<file path="src/rtl/program_sequencer.sv">
// Program sequencer: program-memory fetch address generation with a debug
// run/halt/single-step controller and an executed-instruction counter.
module program_sequencer #(
  parameter int unsigned PC_W  = 8,
  parameter int unsigned CNT_W = 16
) (
  input  logic             clk,
  input  logic             reset_n,
  input  logic             sync_reset,
  input  logic             jmp,
  input  logic             jmp_nz,
  input  logic [3:0]       jump_addr,
  input  logic             dont_jmp,
  input  logic             halt_req,
  input  logic             step_req,
  output logic [PC_W-1:0]  pm_addr,
  output logic [PC_W-1:0]  pc,
  output logic             halted,
  output logic             step_ack,
  output logic [CNT_W-1:0] instr_count,
  output logic [7:0]       from_PS
);

  typedef enum logic [1:0] {
    RUN  = 2'd0,
    HALT = 2'd1,
    STEP = 2'd2
  } state_t;

  state_t state;
  logic   step_req_d;
  logic   step_edge;

  // Only a fresh rising edge of the step request may trigger a step.
  assign step_edge = step_req & ~step_req_d;

  // Next fetch address, in priority order; reset holds the fetch at 0.
  always_comb begin
    pm_addr = pc + PC_W'(1);
    if (!reset_n || sync_reset) begin
      pm_addr = '0;
    end else if (state == HALT) begin
      pm_addr = pc;
    end else if (jmp || (jmp_nz && !dont_jmp)) begin
      pm_addr = PC_W'({jump_addr, 4'h0});
    end
  end

  // Program counter follows the fetch address one cycle later.
  always_ff @(posedge clk or negedge reset_n) begin
    if (!reset_n) begin
      pc <= '0;
    end else begin
      pc <= pm_addr;
    end
  end

  // Step request delay stage for edge detection.
  always_ff @(posedge clk or negedge reset_n) begin
    if (!reset_n) begin
      step_req_d <= 1'b0;
    end else begin
      step_req_d <= step_req;
    end
  end

  // Debug controller; halted and step_ack are registered with the state.
  always_ff @(posedge clk or negedge reset_n) begin
    if (!reset_n) begin
      state    <= RUN;
      halted   <= 1'b0;
      step_ack <= 1'b0;
    end else begin
      step_ack <= 1'b0;
      case (state)
        RUN: begin
          if (halt_req) begin
            state  <= HALT;
            halted <= 1'b1;
          end
        end
        HALT: begin
          if (step_edge) begin
            state    <= STEP;
            halted   <= 1'b0;
            step_ack <= 1'b1;
          end else if (!halt_req) begin
            state  <= RUN;
            halted <= 1'b0;
          end
        end
        STEP: begin
          if (halt_req) begin
            state  <= HALT;
            halted <= 1'b1;
          end else begin
            state  <= RUN;
            halted <= 1'b0;
          end
        end
        default: begin
          state  <= RUN;
          halted <= 1'b0;
        end
      endcase
    end
  end

  // Saturating count of cycles in which an instruction advanced.
  always_ff @(posedge clk or negedge reset_n) begin
    if (!reset_n) begin
      instr_count <= '0;
    end else if ((state != HALT) && !sync_reset && (instr_count != {CNT_W{1'b1}})) begin
      instr_count <= instr_count + CNT_W'(1);
    end
  end

  assign from_PS = 8'(pc);

endmodule

</file>
<file path="config.mk">
export PLATFORM = sky130hd
export DESIGN_NAME = program_sequencer
export DESIGN_NICKNAME = d
export VERILOG_FILES = /design/src/rtl/program_sequencer.sv
export SDC_FILE = /design/constraint.sdc
export NUM_CORES = 1
export LEC_CHECK = 0
export ABC_AREA = 1
export CAP_MARGIN = 20
export CORE_MARGIN = 4
export CORE_UTILIZATION = 50
export CTS_BUF_LIST = sky130_fd_sc_hd__clkbuf_2 sky130_fd_sc_hd__clkbuf_4 sky130_fd_sc_hd__clkbuf_8
export DETAILED_ROUTE_END_ITERATION = 16
export DONT_BUFFER_PORTS = 1
export SLEW_MARGIN = 20
export SYNTH_ARGS = -nofsm -noshare
export SYNTH_HDL_FRONTEND = slang
export SYNTH_SLANG_ARGS = --single-unit
</file>
<file path="constraint.sdc">
create_clock -name clk -period 1.66 [get_ports clk]
set_input_delay 0.166 -clock clk [delete_from_list [all_inputs] [get_ports clk]]
set_output_delay 0.166 -clock clk [all_outputs]
set_load 0.01 [all_outputs]
</file>
**After elaboration in Yosys (flattened, before gate mapping)**

Index checks and enable logic that the tools add are counted.

- Flip-flop bits (word level): 29
- Word-level logic and storage cells: 41

- $add $sub $neg: 2
- Bitwise operators: 2
- Equal/unequal tests: 6
- Multiplexer cells: 15
- Reductions and logical operators: 10

Operators by type and width:

| cell | number |
|---|---|
| 8-bit 2-to-1 mux | 3 |
| 16-bit by 1-bit adder with 16-bit output (second input constant) | 1 |
| 16-bit inequality test (second input constant) | 1 |
| 8-bit by 1-bit adder with 8-bit output (second input constant) | 1 |
| 1-bit 2-to-1 mux | 7 |
| 2-bit 2-to-1 mux | 3 |
| 2-bit one-hot mux with 3 select lines | 1 |
| 1-bit logical AND | 3 |
| 1-bit zero test | 3 |
| 3-bit inequality test (second input constant) | 1 |
| 1-bit one-hot mux with 3 select lines | 1 |
| 2-bit by 1-bit equality test with 1-bit output (second input constant) | 1 |
| 2-bit equality test (second input constant) | 1 |
| 2-bit zero test | 1 |
| 1-bit logical OR | 2 |
| 2-bit by 1-bit inequality test with 1-bit output (second input constant) | 1 |
| 2-bit inequality test (second input constant) | 1 |
| 2-bit AND reduction | 1 |
| 1-bit AND | 1 |
| 1-bit inverter | 1 |

**Logic depth before layout (Yosys ltp)**

- Depth in word-level cells: 6
- Depth in mapped cells: 9

**Worst setup path after synthesis**

OpenSTA, ideal clock, no wires.

- Kind: reg2reg
- Start point: register instr_count[0]
- End point: register instr_count[0]
- Arrival time: 1.503 ns
- Path slack: 0.041 ns
- Library setup time: 0.116 ns
- Stages on the path, launching flop included: 10
- Required time: 1.544 ns
- Cell sequence: dfrtp_1 ha_1 nand3_2 clkinv_2 nand2_4 o21ai_4 inv_2 buf_6 nand2_1 nand2_1

- Cells in the longest elaborated chain, start to end: 2
- Elaborated cells between the ends (all ways): 3

RTL lines:

| element | line | RTL |
|---|---|---|
| start, declared | 20 | `output logic [CNT_W-1:0] instr_count,` |
| start signal, assigned | 114 | `instr_count <= instr_count + CNT_W'(1);` |
| parallel branches: the longest is 2 deep, another holds 16-bit by 1-bit adder with 16-bit output | n/a |  |

Parallel ways; which one is timed is not known.
A chain may end at the register's enable or synchronous reset.

**Worst setup path in the final report**

- Start point: register state[1]
- End point: output pm_addr[3]

- Cells in the longest elaborated chain, start to end: 3

RTL lines:

| element | line | RTL |
|---|---|---|
| start, declared | 30 | `state_t state;` |
| start signal, assigned | 70 | `state <= RUN;` |
| start signal, assigned | 78 | `state <= HALT;` |
| start signal, assigned | 84 | `state <= STEP;` |
| 2-bit by 1-bit equality test with 1-bit output | 42 | `end else if (state == HALT) begin` |
| 8-bit 2-to-1 mux | 42 |  |
| 8-bit 2-to-1 mux | 40 | `if (!reset_n \|\| sync_reset) begin` |
| end, declared | 16 | `output logic [PC_W-1:0] pm_addr,` |

Every way passes these cells.

==> flow_summary.yaml <==
power_and_ir_drop:
  power_frac_clock_pct: 26.9
  pwr-share-seq_pct: 48.0
  leakage_nw: 1.00
  p_per_area_nw_per_um2: 845
  swShare_pct: 34.3
  p_int_mw: 1.22
  power_frac_comb_pct: 25.1
  peakVddDrop_uv: 635
  switching_power_mw: 0.639
synthesis:
  synth_edf_count: 0
  async_flop_share_pct: 100
  syn_area_um2: 1750
  yosysMostFrequentCell: "nand2_1"
  ys_ff_latch: 29
  yosysTopAreaCell: "dfrtp_1"
  synth_cell_types: 28
  synth_area_leaders: "dfrtp_1 (42%), nand2_1 (19%), nor2_1 (5.2%)"
  synthFlopType: "dfrtp_1"
  postSynthAreaPerCell_um2: 7.28
  syn_nets: 254
  syn_inst: 240
  synth_seq_area_share_pct: 41.5
  synth_top_area_share_pct: 41.5
  synth_common_cells: "nand2_1 (87), dfrtp_1 (29), nor2_1 (24), inv_1 (22), nand3_1 (14)"
  ys_warn_count: 0
sta:
  period_share_pct: 101
  clock.fmax_ghz: 0.595
  worstMarginPinSlew_ns: 0.508
  slew_violations: 0
  hold_viol_final: 0
  relSlewSlack_pct: 66.0
  fin_skew_ns: 0.0132
  rsz0062_at_grt: "yes"
  setup_tns_ns: -0.0198
  min_period_ns: 1.68
  setup_violations: 1
  worst_slack_ns: -0.0198
worst_setup_path:
  crit_path_start_kind: "flop"
  required_ns: 1.49
  critPathTopFamily: "simple AND/OR/NAND/NOR gates"
  critical_path_class: "flop to output port"
  critPathBufInv: 3
  crit_top_cell: "buf_6"
  critPathMaxStageDelay_ns: 0.41
  crit_fanout: 7
  crit_arrival_ns: 1.51
  crit_chain: "nor2_4 -> inv_2 -> buf_6 -> and3_4 -> nor3_4 -> buf_6"
  crit_slowest_cell: "dfrtp_1"
  end_kind: "output port"
cts:
  cts-root-buf: "clkbuf_4"
  cts_buffers: 5
  cts_buffer_depth: 2
  clock_sinks: 29
  clk_transition_reported_paths_ns: 0.09
  cts-htree-levels: 2
  cts_tree: "yes"
  insertion_delay_ns: 0.34
floorplanning:
  die_y_um: 67.1
  die_area_um2: 4510
  coreArea_um2: 3360
  num_io_pins: 54
  start_util_pct: 52.0
  rows: 21
  die_x_um: 67.1
route:
  routed_wl_um: 4590
  first_pass_iters: 4
  vias: 1652
  ant_nets: 0
  drc: 0
  post_drt_via_cell_ratio: 5.29
  wl_per_cell_um: 14.7
  drt_iter0_markers: 135
grt:
  grt_max_degree: 30
  grt_antenna_before_repair: 0
  first_global_vias: 1595
  overflow: 0
  grt_pass1_wl_um: 7050
  grt.total_usage_pct: 21.0
hold_path:
  min_path_type: "input port to flop"
placed_design:
  port-buffer-count: 0
  place.gp.congestion: 0.806
  dpl.hpwl_um: 3090
  dpl_cell_area_um2: 1850
layout:
  layout.nets: 279
  antenna_cells: 0
  drive_gt1_share_pct: 30.1
  final_area_um2: 2200
  syn2layout_area_growth_pct: 26.1
run:
  cap_violations: 0
outcome:
  violations: "negative setup slack"
  status: "finished, violations left"
-- cells by family (layout without fill, tap and decap cells) --
group / after synthesis / in the layout / share of synthesized area (%)
fa+ha+maj: 2 / 2 / 1.43
buf+inv: 35 / 61 / 10.2
compound gates: 20 / 20 / 7.09
flops: 29 / 29 / 41.5
xor+xnor: 8 / 8 / 4.01
simple gates: 146 / 146 / 35.8
-- layout make-up --
type	count	area [µm²]
Clock buffer	7	65.1
Clock inverter	1	5.00
Fill cell	286	1160
Inverter	24	91.3
Multi-Input combinational cell	176	1010
Sequential cell	29	734
Tap cell	46	57.6
Timing Repair Buffer	29	245
-- routing by layer --
metal / part of all wire [%] / vias up / global-route usage (%)
met5: 0 / - / 0
met4: 1.7 / 0 / 7.09
met3: 7.7 / 11 / 10.5
met2: 52 / 51 / 37.8
met1: 39 / 779 / 20.6
li1: - / 811 / -
-- power groups by stage --
stage / Combinational [mW] / Clock [mW] / Sequential, mW
after floorplan: 0.240 / 0 / 0.914
after global placement: 0.366 / 0 / 0.899
after detailed placement: 0.374 / 0 / 0.899
after CTS: 0.438 / 0.509 / 0.887
after global routing: 0.521 / 0.545 / 0.910
final: 0.467 / 0.501 / 0.895
-- worst reg2reg max path: cells and delay by family (launching register included) --
kind                       cells  cell delay, ns
AOI/OAI and AO/OA              1            0.17
DFF                            1            0.37
adders and majority gates      1            0.26
buffers and inverters          2            0.31
and+or+nand+nor                4            0.31
-- repair_timing --
action / CTS / global route
gates resized for setup: 20 / 30
hold endpoints to repair: 34 / 0
pin swaps: 5 / 8
setup buffers: 5 / 3
setup endpoints to repair: 8 / 9
hold buffers: 4 / 0
-- cells in the final DEF, fill, tap and decap left out, types with 5 or more instances in the layout --
cell | netlist | layout
dfrtp_1 | 29 | 22
clkbuf_4 | 0 | 5
inv_1 | 22 | 18
nand3_1 | 14 | 11
xnor2_1 | 7 | 7
inv_2 | 1 | 5
nand4_1 | 8 | 8
nor2_1 | 24 | 19
dfrtp_2 | 0 | 7
buf_4 | 8 | 23
nand2_1 | 87 | 83
-- final timing paths --
check                           depth (start not counted)  slack (ns)                        from                          to
worst min register to register                          1        0.48        step_req_d$_DFF_PN0_          step_ack$_DFF_PN0_
min in group asynchronous                               2        0.30                     reset_n        step_req_d$_DFF_PN0_
worst min-delay path                                    3        0.05                    halt_req        state[0]$_DFFE_PN0P_
max in group asynchronous                               2        1.17                     reset_n  instr_count[2]$_DFFE_PN0P_
worst max-delay path                                    6       -0.02        state[1]$_DFFE_PN0P_                  pm_addr[3]
worst max register to register                          8        0.18  instr_count[1]$_DFFE_PN0P_  instr_count[1]$_DFFE_PN0P_
-- flip-flops by register name (all words and copies together), names as in the netlist --
register / cells
from_PS: 8
halted: 1
instr_count: 16
state: 2
step_ack: 1
step_req_d: 1
-- metrics by stage --
stage                     cells  hold WS, ns  setup WS, ns  utilization (%)  power, mW
after floorplan             240       -0.130        0.0407                -       1.15
after global placement      292       -0.129         0.232             54.9       1.27
after detailed placement    292       -0.129         0.162             54.9       1.27
after CTS                   309       0.0455       -0.0182             61.6       1.83
after global routing        312       0.0463       -0.0954             65.6       1.98
final                       312       0.0455       -0.0198             65.6       1.86
(Power assumes the default switching activity.)
